<file path="config.mk">
export PLATFORM = sky130hd
export DESIGN_NAME = imuldiv
export DESIGN_NICKNAME = d
export VERILOG_FILES = /design/src/rtl/imuldiv_pkg.sv /design/src/rtl/imuldiv.sv
export SDC_FILE = /design/constraint.sdc
export NUM_CORES = 1
export LEC_CHECK = 0
export CORE_ASPECT_RATIO = 1.25
export CORE_MARGIN = 3
export CORE_UTILIZATION = 35
export DETAILED_ROUTE_END_ITERATION = 8
export PLACE_DENSITY_LB_ADDON = 0.15
export SLEW_MARGIN = 0
export SYNTH_ARGS = -nofsm -noshare
export SYNTH_HDL_FRONTEND = slang
export SYNTH_SLANG_ARGS = --single-unit
</file>
<file path="constraint.sdc">
create_clock -name clk -period 7.35 [get_ports clk]
set_input_delay 1.47 -clock clk [delete_from_list [all_inputs] [get_ports clk]]
set_output_delay 1.47 -clock clk [all_outputs]
set_load 0.01 [all_outputs]
</file>
<file path="src/rtl/imuldiv_pkg.sv">
// Shared op encoding for the integer multiply/divide unit; the decoder uses the same values.
package imuldiv_pkg;

    localparam int unsigned IMDOP_WIDTH = 4;

    localparam logic [IMDOP_WIDTH-1:0] IMDOP_NONE  = 4'd0;
    localparam logic [IMDOP_WIDTH-1:0] IMDOP_MULT  = 4'd1;
    localparam logic [IMDOP_WIDTH-1:0] IMDOP_MULTU = 4'd2;
    localparam logic [IMDOP_WIDTH-1:0] IMDOP_DIV   = 4'd3;
    localparam logic [IMDOP_WIDTH-1:0] IMDOP_DIVU  = 4'd4;
    localparam logic [IMDOP_WIDTH-1:0] IMDOP_MFHI  = 4'd5;
    localparam logic [IMDOP_WIDTH-1:0] IMDOP_MFLO  = 4'd6;
    localparam logic [IMDOP_WIDTH-1:0] IMDOP_MTHI  = 4'd7;
    localparam logic [IMDOP_WIDTH-1:0] IMDOP_MTLO  = 4'd8;

    function automatic logic is_iter_op(input logic [IMDOP_WIDTH-1:0] op);
        return (op == IMDOP_MULT) || (op == IMDOP_MULTU) ||
               (op == IMDOP_DIV)  || (op == IMDOP_DIVU);
    endfunction

endpackage

</file>
<file path="src/rtl/imuldiv.sv">
// Iterative multiply/divide unit owning HI/LO; one shift-add or restoring-divide step per clock.
module imuldiv
    import imuldiv_pkg::*;
#(
    parameter int unsigned WIDTH = 32
) (
    input  logic                   clk,
    input  logic                   nrst,
    input  logic                   i_fetch_stall,
    input  logic                   i_mem_stall,
    input  logic [IMDOP_WIDTH-1:0] i_op,
    input  logic [WIDTH-1:0]       i_rs_val,
    input  logic [WIDTH-1:0]       i_rt_val,
    output logic                   o_stall,
    output logic [WIDTH-1:0]       o_rd_val,
    output logic                   o_rd_valid,
    output logic                   o_busy
);

    localparam int unsigned CW = (WIDTH > 1) ? $clog2(WIDTH) : 1;
    localparam logic [CW-1:0] LAST_STEP = CW'(WIDTH - 1);

    typedef enum logic [1:0] {ST_IDLE, ST_CALC, ST_FIX} state_e;

    state_e             state;
    logic [CW-1:0]      counter;
    logic [WIDTH-1:0]   hi, lo, op_b, rs_orig, rd_val;
    logic [2*WIDTH-1:0] acc;
    logic               is_div, neg_q, neg_r, div_zero, busy, rd_valid;

    logic               op_valid, core_stall, accept, signed_op, rs_neg, rt_neg, div_op;
    logic [WIDTH-1:0]   rs_mag, rt_mag, q_fix, r_fix;
    logic [WIDTH:0]     mul_sum, div_shift, div_diff;
    logic [2*WIDTH-1:0] prod_fix;

    always_comb begin
        op_valid   = (i_op != IMDOP_NONE);
        core_stall = i_fetch_stall | i_mem_stall | o_stall;
        accept     = !core_stall && op_valid;
        div_op     = (i_op == IMDOP_DIV) || (i_op == IMDOP_DIVU);
        signed_op  = (i_op == IMDOP_MULT) || (i_op == IMDOP_DIV);
        rs_neg     = signed_op & i_rs_val[WIDTH-1];
        rt_neg     = signed_op & i_rt_val[WIDTH-1];
        rs_mag     = rs_neg ? -i_rs_val : i_rs_val;
        rt_mag     = rt_neg ? -i_rt_val : i_rt_val;

        // acc holds {partial product, multiplier} or {remainder, dividend/quotient}
        mul_sum    = {1'b0, acc[2*WIDTH-1:WIDTH]} + (acc[0] ? {1'b0, op_b} : '0);
        div_shift  = {acc[2*WIDTH-1:WIDTH], acc[WIDTH-1]};
        div_diff   = div_shift - {1'b0, op_b};

        prod_fix   = neg_q ? -acc : acc;
        q_fix      = neg_q ? -acc[WIDTH-1:0] : acc[WIDTH-1:0];
        r_fix      = neg_r ? -acc[2*WIDTH-1:WIDTH] : acc[2*WIDTH-1:WIDTH];
    end

    always_ff @(posedge clk or negedge nrst) begin
        if (!nrst) begin
            state    <= ST_IDLE;
            counter  <= '0;
            hi       <= '0;
            lo       <= '0;
            op_b     <= '0;
            rs_orig  <= '0;
            acc      <= '0;
            is_div   <= 1'b0;
            neg_q    <= 1'b0;
            neg_r    <= 1'b0;
            div_zero <= 1'b0;
            busy     <= 1'b0;
            rd_val   <= '0;
            rd_valid <= 1'b0;
        end else begin
            if (!core_stall) begin
                if (i_op == IMDOP_MFHI) begin
                    rd_val   <= hi;
                    rd_valid <= 1'b1;
                end else if (i_op == IMDOP_MFLO) begin
                    rd_val   <= lo;
                    rd_valid <= 1'b1;
                end else begin
                    rd_valid <= 1'b0;
                end
            end

            unique case (state)
                ST_IDLE: begin
                    if (accept && i_op == IMDOP_MTHI) hi <= i_rs_val;
                    if (accept && i_op == IMDOP_MTLO) lo <= i_rs_val;
                    if (accept && is_iter_op(i_op)) begin
                        state    <= ST_CALC;
                        busy     <= 1'b1;
                        counter  <= '0;
                        is_div   <= div_op;
                        op_b     <= div_op ? rt_mag : rs_mag;
                        acc      <= {{WIDTH{1'b0}}, (div_op ? rs_mag : rt_mag)};
                        neg_q    <= rs_neg ^ rt_neg;
                        neg_r    <= rs_neg;
                        div_zero <= (i_rt_val == '0);
                        rs_orig  <= i_rs_val;
                    end
                end
                ST_CALC: begin
                    if (is_div) begin
                        if (!div_diff[WIDTH])
                            acc <= {div_diff[WIDTH-1:0], acc[WIDTH-2:0], 1'b1};
                        else
                            acc <= {div_shift[WIDTH-1:0], acc[WIDTH-2:0], 1'b0};
                    end else begin
                        acc <= {mul_sum, acc[WIDTH-1:1]};
                    end
                    counter <= counter + CW'(1);
                    if (counter == LAST_STEP) state <= ST_FIX;
                end
                ST_FIX: begin
                    if (!is_div) begin
                        hi <= prod_fix[2*WIDTH-1:WIDTH];
                        lo <= prod_fix[WIDTH-1:0];
                    end else if (div_zero) begin
                        hi <= rs_orig;
                        lo <= '1;
                    end else begin
                        hi <= r_fix;
                        lo <= q_fix;
                    end
                    counter <= '0;
                    busy    <= 1'b0;
                    state   <= ST_IDLE;
                end
                default: state <= ST_IDLE;
            endcase
        end
    end

    assign o_stall    = busy & op_valid;
    assign o_busy     = busy;
    assign o_rd_val   = rd_val;
    assign o_rd_valid = rd_valid;

endmodule

</file>
==> impl_results.md <==
- Drt drc: 0
- Pin count of the biggest net entering global routing: 143
- Area growth syn-to-layout: 13.5%
- Post-cts sizing count: 0
- Pwr Density: 404 nW/um2
- Worst Hold Class: reg -> reg
- Crit-path cells: inv_1, nor2_1, ha_1, a2111o_1, o22ai_1, o21ai_1, a221oi_1, a221oi_1, o21ai_1, o21ai_0, or3_1, a32o_1
- Family with the most delay on the worst path: compound AO/OA/AOI/OAI gates
- Reg2Reg Launch Point: acc[0]
- Final Critical Period: 4940 ps
- Cells after Synth: ~2400
- Most frequent cells after synthesis: nand2_1 (390), o21ai_0 (305), dfrtp_1 (237), nor2_1 (188), a21oi_1 (179)
- Final hold violation count: 0
- ANT cells: 0
- Routability cong.: 0.975
- Tcrit/Tclk final: 0.672
- Crit path kind: reg -> reg
- Worst EP arrival: 5400 ps
- All-layer global routing usage: 0.254
- Synth warnings: 0
- Initial core utilization: 0.358
- Syn Nets: 2570
- Highest clock rate: 203 MHz
- CTS Buf Count: 28
- Yosys top cell area share: 0.318
- Slew Limit Fails: 0
- Clk_lat worst skew: about 580 ps
- Chip Width: approximately 210 um
- Synth Register Bits: about 240
- Worst path bufs/invs: 1
- Vias in the first global route: approximately 17000
- RSZ-0062 raised after global routing: false
- Status: finished, final reports clean
- GRT Residual Overflow: 0
- Cts hold-fix bufs: 0
- ANT nets after route: 0
- Clock Path Buffers: 3
- Layout cell share with drive strength beyond 1: 0.0570
- Worst vdd ir: 0.212 mV
- Cell depth of the worst flop-to-flop path: 12
- Critical Path Max Stage Delay: 830 ps
- Hold_sp: lo[19]
- DP Wirelength: about 55000 um
- Leakage: 9.03 nW
- Number of synthesized flops with an enable pin: 0
- Hold slack: between 400 and 500 ps
- TritonRoute pass-1 iters: 6
- DRT iter0 DRCs: 1606
- Post-synth top area cell: dfrtp_1
- Worst-path clk slew: around 70 ps
- Htree depth: 1
- Final instance area: 21200 um2
- Cell with the most instances after synthesis: nand2_1
- WHS Path Cells: 2
- Mean post-synth cell area: roughly 7.7 um2
- Worst-Margin Slew: around 1100 ps
- TritonCTS Sinks: 237
- Antenna violations before repair: 1
- RR Endpoint: acc[62]
- R2R Setup Slk: 2410 ps
- Largest cells by area after synthesis: dfrtp_1 (32%), o21ai_0 (8.2%), nand2_1 (7.8%), ha_1 (4.9%), a21oi_1 (4.8%)
- Fillers: 5393
- DR WL/cell: 23.5 um
- Register area share after synthesis: 0.318
- Num rows: 93
- Die area: 56100 um2
- Total power: 8.56 mW
- Area of the mapped netlist: 18700 um2
- Fin nets: 2563
- Via density: about 6
- Worst EP required: 7810 ps
- Final setup fails: 0
- CTS tree: done
- Core ar.: 52100 um2
- Final setup TNS: 0 ps
- First-pass GRT wire length: between 100000 and 150000 um
- Critical-path top delay cell: inv_1
- Placement Cell Area: 20200 um2
- Main flop type after synthesis: dfrtp_1
- Clk root buf: clkbuf_16
- Port bufs: 106
- Io pins: 107
- Max-slew headroom: 0.262
- Number of max-cap violations: 0
- Worst Hold End: lo[19]
- Endpoint class of the critical path: flip-flop
- CP Launch Type: flip-flop
- Clock Skew: between 20 and 30 ps
- Setup bufs post-CTS: 0
- FFs w/ async S/R, synth: 1.00
- Drt total wl: ~73000 um
- Netlist cell types: 80
- Die height: 264 um
- Number of vias in the routed layout: 18100
- Max FO, Critical Path: 31
-- state kept, by name (all words and copies together), names as in the netlist --
signal	flops
acc	64
counter	5
o_rd_valid	1
div_zero	1
state	2
lo	32
o_busy	1
neg_r	1
op_b	32
o_rd_val	32
rs_orig	32
neg_q	1
is_div	1
hi	32
-- cell usage in the layout (no fill, tap or decap), types with 6 or more instances in the layout --
cell type	instances
a211oi_1	42
a21o_1	40
a21oi_1	178
a22oi_1	28
a31oi_1	21
and2_1	15
and3_1	7
and4_1	7
buf_4	22
clkbuf_16	29
clkdlybuf4s50_1	105
dfrtp_1	236
ha_1	71
inv_1	71
mux2_2	33
mux2i_1	65
nand2_1	389
nand2b_1	19
nand3_1	42
nand4_1	10
nor2_1	187
nor2b_1	15
nor3_1	40
nor3b_1	6
nor4_1	19
o2111ai_1	6
o211ai_1	25
o21a_1	6
o21ai_0	305
o21ai_1	22
o21bai_1	8
o22ai_1	33
o31ai_1	15
o41ai_1	7
or2_2	6
or3_1	22
or4_1	9
xnor2_1	89
xor2_1	67
-- power by group --
part / internal, mW / total (mW) / switching [mW]
registers: 1.74 / 2.29 / 0.553
clock network: 0.895 / 1.53 / 0.636
logic: 1.78 / 4.74 / 2.96
-- per-layer routing --
metal / track usage / routed length, um
met5: 0 / 12
met3: 0.0301 / 3890
met2: 0.433 / 35200
met4: 0.0952 / 2980
met1: 0.330 / 31000
-- logic make-up (layout without fill, tap and decap cells) --
family | count (synthesis) | in the layout | share of synthesized area
compound gates | 805 | 805 | 0.260
buf+inv | 238 | 252 | 0.0487
simple gates | 813 | 813 | 0.194
fa+ha+maj | 75 | 75 | 0.0511
mux | 98 | 98 | 0.0548
flops | 237 | 237 | 0.318
xor+xnor | 157 | 157 | 0.0737
-- layout make-up --
cell class,count,area [um2],area share
Timing Repair Buffer,129,1250,0.0591
Clock buffer,34,774,0.0366
Tap cell,665,832,0.0393
Inverter,72,270,0.0128
Multi-Input combinational cell,1948,11900,0.562
Clock inverter,17,213,0.0100
Sequential cell,237,5930,0.280
-- tightest hold or removal path: cells and delay by family (launching register included) --
family | cells | cell delay [ps]
flip-flops | 1 | 340
AO/OA/AOI/OAI | 1 | 60
AND/OR/NAND/NOR | 1 | 40
-- worst max-delay path by stage --
stage / cells past startpoint / slack (ps) / end / startpoint
floorplan: 10 / 3440 / acc[30] / i_rt_val[17]
global placement: 11 / 2460 / acc[59] / i_op[1]
detailed placement: 11 / 2440 / acc[59] / i_op[1]
CTS: 12 / 2460 / acc[62] / acc[0]
global route: 12 / 2100 / acc[62] / acc[0]
finish: 12 / 2410 / acc[62] / acc[0]
-- through the flow --
| step | setup slack, ps | util | std cells |
|---|---|---|---|
| after floorplan | 3440 | - | 2423 |
| after global placement | 2460 | 0.387 | 3051 |
| after detailed placement | 2440 | 0.387 | 3051 |
| after CTS | 2460 | 0.406 | 3102 |
| after global routing | 2100 | 0.406 | 3102 |
| final | 2410 | 0.406 | 3102 |
No activity file was read; power rests on OpenSTA's default activity.
